### config.mk
export PLATFORM = sky130hd
export DESIGN_NAME = key_step_conditioner
export DESIGN_NICKNAME = d
export VERILOG_FILES = /design/src/rtl/key_step_conditioner.sv
export SDC_FILE = /design/constraint.sdc
export NUM_CORES = 1
export LEC_CHECK = 0
export BUFFER_PORTS_ARGS = -buffer_cell sky130_fd_sc_hd__buf_4
export CORE_MARGIN = 1.5
export CORE_UTILIZATION = 31
export CTS_CLUSTER_SIZE = 28
export DETAILED_ROUTE_END_ITERATION = 12
export PLACE_DENSITY = 0.56
export SLEW_MARGIN = 20
export SYNTH_ARGS = -nofsm -noshare
export SYNTH_HDL_FRONTEND = slang
export SYNTH_SLANG_ARGS = --single-unit
### constraint.sdc
create_clock -name Clock -period 5.6 [get_ports Clock]
set_input_delay 0.84 -clock Clock [delete_from_list [all_inputs] [get_ports Clock]]
set_output_delay 0.84 -clock Clock [all_outputs]
set_load 0.02 [all_outputs]
### src/rtl/key_step_conditioner.sv
// Debounced pushbutton step generator: synchronizes KEY_n and w_raw, filters bounce on press and
// release, and emits one registered step pulse plus the captured data bit per accepted press.
module key_step_conditioner #(
  parameter int unsigned DEBOUNCE_CYCLES = 1000000,
  parameter int unsigned CNT_W           = 20
) (
  input  logic       Clock,
  input  logic       Resetn,
  input  logic       KEY_n,
  input  logic       w_raw,
  output logic       step,
  output logic       w,
  output logic       pressed,
  output logic [7:0] press_count
);

  typedef enum logic [1:0] {StIdle, StPressWait, StPressed, StReleaseWait} state_e;

  localparam logic [CNT_W-1:0] CntLast = CNT_W'(DEBOUNCE_CYCLES - 1);

  state_e           state_q, state_d;
  logic [CNT_W-1:0] cnt_q, cnt_d;
  logic [1:0]       key_sync_q, w_sync_q;
  logic             key_s, w_s;
  logic             accept;

  logic             step_d, w_d, pressed_d;
  logic [7:0]       press_count_d;

  // Synchronizers reset high so the key reads as released after reset.
  always_ff @(posedge Clock or negedge Resetn) begin
    if (!Resetn) begin
      key_sync_q <= 2'b11;
      w_sync_q   <= 2'b11;
    end else begin
      key_sync_q <= {key_sync_q[0], KEY_n};
      w_sync_q   <= {w_sync_q[0], w_raw};
    end
  end

  assign key_s = key_sync_q[1];
  assign w_s   = w_sync_q[1];

  // State register.
  always_ff @(posedge Clock or negedge Resetn) begin
    if (!Resetn) begin
      state_q <= StIdle;
      cnt_q   <= '0;
    end else begin
      state_q <= state_d;
      cnt_q   <= cnt_d;
    end
  end

  // Next-state logic.
  always_comb begin
    state_d = state_q;
    cnt_d   = cnt_q;
    accept  = 1'b0;
    case (state_q)
      StIdle: begin
        if (!key_s) begin
          state_d = StPressWait;
          cnt_d   = '0;
        end
      end
      StPressWait: begin
        if (key_s) begin
          state_d = StIdle;
        end else if (cnt_q == CntLast) begin
          state_d = StPressed;
          accept  = 1'b1;
        end else begin
          cnt_d = cnt_q + 1'b1;
        end
      end
      StPressed: begin
        if (key_s) begin
          state_d = StReleaseWait;
          cnt_d   = '0;
        end
      end
      StReleaseWait: begin
        if (!key_s) begin
          state_d = StPressed;
        end else if (cnt_q == CntLast) begin
          state_d = StIdle;
        end else begin
          cnt_d = cnt_q + 1'b1;
        end
      end
      default: begin
        state_d = StIdle;
        cnt_d   = '0;
      end
    endcase
  end

  // Output logic, computed from the transition so the registered outputs align with the state.
  always_comb begin
    step_d        = accept;
    w_d           = accept ? w_s : w;
    pressed_d     = (state_d == StPressed) || (state_d == StReleaseWait);
    press_count_d = accept ? press_count + 8'd1 : press_count;
  end

  always_ff @(posedge Clock or negedge Resetn) begin
    if (!Resetn) begin
      step        <= 1'b0;
      w           <= 1'b0;
      pressed     <= 1'b0;
      press_count <= 8'd0;
    end else begin
      step        <= step_d;
      w           <= w_d;
      pressed     <= pressed_d;
      press_count <= press_count_d;
    end
  end

endmodule

Word-level counts from Yosys, hierarchy flattened. Index checks and enable logic that the tools add are counted.

Register bits after elaboration: 37. Input bits: 4. Output and inout bits: 11. Word-level logic and storage cells: 39.

Add/subtract/negate cells: 2. Equality and inequality tests: 10. Muxes and demuxes: 16. Reduce and logical (&&, ||, !) cells: 3.

Operators with widths (number): $mux W20 (5); $pmux W20 S4 (1); $add A20 B1 Y20 const B (1); $eq A20 B20 Y1 const B (1); $mux W2 (6); $add A8 B1 Y8 const B (1); $eq A2 B2 Y1 const B (4); $ne A2 B2 Y1 const B (4); $pmux W2 S4 (1); $reduce_and A4 Y1 (1); $mux W1 (3); $eq A2 B1 Y1 const B (1); $logic_not A2 Y1 (1); $logic_or A1 B1 Y1 (1).

Depth between registers and ports, before layout.
Depth after elaboration: 6. Gate-level depth with buffers: 7. Mapped depth without buffers: 6.

Worst setup path after synthesis. OpenSTA, ideal clock, no wires.

Path type: register to register. Start point: register cnt_q[0]. End point: register press_count[1]. Library setup time: 0.128 ns. Arrival: 1.897 ns. Required time: 5.472 ns. Slack: 3.576 ns. Cell stages (with the launch flop): 6. Buffers on the path: 0. Period minus slack after synthesis: 2.024 ns. Path through: dfrtp_1 -> ha_1 -> nor4b_1 -> nand4_2 -> nor4_4 -> mux2_1.

Word-level cells in the longest chain between the ends: 4.

Ends and longest elaborated chain: start: declaration (line 22) `logic [CNT_W-1:0] cnt_q, cnt_d;`; start signal: assignment (line 51) `cnt_q <= cnt_d;`; $eq A20 B20 Y1 (line 70) `end else if (cnt_q == CntLast) begin`; $mux W1 (line 70); $mux W1 (line 68) `if (key_s) begin`; $mux W1 (line 60) `case (state_q)`; end signal: assignment (line 117) `press_count <= press_count_d;`; end: declaration (line 14) `output logic [7:0] press_count`.

No other way between the ends. A chain may end at the register's enable or synchronous reset.

Final worst setup path.
Start point: register cnt_q[0]. End point: register cnt_q[0].

Word-level cells in the longest chain between the ends: 4. Elaborated cells on any way between the ends: 6. Classes of those cells: add/sub: 1; eq/ne: 1; mux: 4.

Ends and longest elaborated chain (line): $add A20 B1 Y20 or $eq A20 B20 Y1 (tied branches); $mux W20 * (70, 86); $mux W20 (on tied branches) (84, 68); $pmux W20 S4 * (60).

Mark *: on every way between the ends. The rest lies on a longest branch, timed or not. The select of a mux whose other input is x is not followed.

==> summary.md <==
| Metric | Value |
|---|---|
| Hold bufs inserted after CTS | `0` |
| CTS Buf Count | `5` |
| Crit Path Max Fanout | `12` |
| Final Max Slew Viols | `0` |
| Arrival @ worst endpoint | `2.83 ns` |
| Fmax | `376.8 MHz` |
| Hold_sp | `key_sync_q[0]` |
| Placer Congestion | `0.8012` |
| Status | `complete, no violations` |
| Post-cts repair resize count | `0` |
| Starting density of the core | `32.27%` |
| Final worst slack | `2.946 ns` |
| TritonCTS clock tree | `built` |
| Post-CTS setup buffers | `0` |
| RSZ-0062 raised after global routing | `no` |
| Final WL | `4342 µm` |
| Maxcap violations | `0` |
| Layout Skew | `0.003462 ns` |
| ANT cells | `0` |
| Sequential element share of the synthesized area | `43.96%` |
| Via count | `1579` |
| Final min period | `2.654 ns` |
| Die H | `84.53 µm` |
| Routed WL per cell | `15.13 µm` |
| Syn nets | `207` |
| Gr usage total | `13.36%` |
| Dpl cells | `279` |
| Clk_lat worst skew | `0.29 ns` |
| Port bufs | `14` |
| H-Tree Depth | `2` |
| Initial antenna violation count | `0` |
| Crit path required time | `5.78 ns` |
| Detailed Route Iter0 Violations | `112` |
| Fillers | `648` |
| Min-Delay Path Class | `flip-flop to flip-flop` |
| Asr flop ratio synth | `100.0%` |
| Rel. slew slack | `54.74%` |
| TNS Setup | `0 ns` |
| Gate count after technology mapping | `201` |
| Leakage power | `0.9680 nW` |
| Most frequent cells in the layout | `dfrtp_1, nand2_1, buf_4` |
| Routed vias/inst | `5.502` |
| First-pass GRT wire length | `7624 µm` |
| # clock sinks | `36` |
| Vias in the first global route | `1551` |
| Start point of the critical path | `cnt_q[0]` |
| Endpoints failing hold | `0` |
| Synth-to-layout area growth | `9.411%` |
| Placed inst area | `0.002140 mm²` |
| CTS clk-pin slew, worst paths | `0.08 ns` |
| Slew @ Worst Pin | `0.6741 ns` |
| Fin area | `0.002255 mm²` |
| Largest net degree at the start of global routing | `37` |
| Post-DP HPWL | `2904 µm` |
| CP startpoint kind | `flip-flop` |
| Tcrit/Tclk final | `47.39%` |
| EDFF count, synth | `0` |
| Syn_area_per_cell | `10.25 µm²` |
| Layout cell share with drive strength beyond 1 | `17.62%` |
| Yosys warning count | `0` |
| Die area | `0.007145 mm²` |
| Fin nets | `215` |
| Die Span X | `84.53 µm` |
| CP endpoint kind | `flip-flop` |
| Post-DRT Antenna Nets | `0` |
| Core Region | `0.006386 mm²` |
| Top Ports | `15` |
| Most common cell after layout, fill and taps aside | `dfrtp_1` |
| Tot Pwr | `559.2 µW` |
| Router iterations before antenna repair | `4` |
| Row count | `29` |
| Total congestion overflow | `0` |
| CTS max path bufs | `2` |
| Residual DRC | `0` |
| Mapped cell area | `0.002061 mm²` |
| PwrDens | `248.0 mW/mm²` |
| Non-Filler Instances | `287` |
| FF+latch count, synth | `36` |
| Post-synth cell types | `55` |
| Setup violations, final | `0` |
| Critical path class | `flip-flop to flip-flop` |
| Worst slack, placed | `2.969 ns` |
| Clk root buf | `clkbuf_8` |
| R2r startpoint | `cnt_q[0]` |
| Util after Layout | `35.31%` |
| Post-synth top flop | `dfrtp_1` |
| WHS | `0.3582 ns` |
| Worst vdd ir | `0.09459 mV` |
[worst paths after layout]
path                       slack, ns            end  cells past startpoint
setup / recovery                2.95       cnt_q[0]                      6
setup reg to reg                2.95       cnt_q[0]                      6
max in group asynchronous       4.77  key_sync_q[0]                      1
hold reg to reg                 0.36  key_sync_q[1]                      0
min in group asynchronous       0.49              w                      1
hold / removal                  0.36  key_sync_q[1]                      0
[kinds of logic (layout without fill, tap and decap cells)]
group	Yosys count	count (layout)	synth area share, %
XOR/XNOR	9	9	3.825
AND/OR/NAND/NOR	90	90	26.47
flip-flops	36	36	43.96
multiplexers	11	11	5.586
adder cells (fa/ha/maj)	2	2	1.214
AO/OA/AOI/OAI	32	32	11.35
buffers and inverters	21	30	7.589
[flip-flops by register name, indices dropped and copies added, names as in the netlist]
name and flops:
cnt_q 20, press_count 8, key_sync_q 2, w_sync_q 2, pressed 1, state_q 1
step 1, w 1
[layout make-up]
type	instances	area [µm²]	area share (%)
Tap cell	77	96.34	4.273
Multi-Input combinational cell	144	998.5	44.28
Clock buffer	5	68.82	3.052
Inverter	7	26.28	1.165
Clock inverter	3	46.29	2.053
Timing Repair Buffer	15	112.6	4.994
Sequential cell	36	905.9	40.18
[synth_stat cells (4+ instances only)]
cell | count | share of area [%]
mux2i_1 | 7 | 3.4
dfrtp_1 | 32 | 39
o21ai_0 | 5 | 1.2
nand3_1 | 8 | 1.9
nor3_1 | 10 | 2.4
nor4_1 | 6 | 1.8
a31oi_1 | 7 | 2.1
xor2_1 | 8 | 3.4
nor2_1 | 11 | 2.0
nand2_1 | 17 | 3.1
nand4_1 | 9 | 2.7
inv_1 | 6 | 1.1
nor4b_1 | 4 | 1.7
dfstp_2 | 4 | 5.1
buf_6 | 5 | 2.7
[worst max-delay path, stage by stage (launching register included)]
cell,delay [ns]
dfrtp_1,0.43
ha_1,0.32
nor4b_1,0.33
nand4_2,0.33
o21ai_2,0.60
inv_2,0.17
mux2_1,0.35
[per-layer routing]
metal | routed length, µm | share of wire, % | vias to the layer above | track usage, %
met4 | 85 | 2.0 | 0 | 5.279
li1 | - | - | 766 | -
met3 | 141 | 3.2 | 7 | 2.950
met2 | 1991 | 46 | 20 | 20.13
met1 | 2124 | 49 | 786 | 18.66
met5 | 0 | 0 | - | 0
[power by group]
group	switching (mW)	internal, mW	total (mW)
sequential	0.0173	0.271	0.288
combinational	0.0208	0.0141	0.0349
clock	0.102	0.134	0.236
Power figures use the tool's default switching activity.
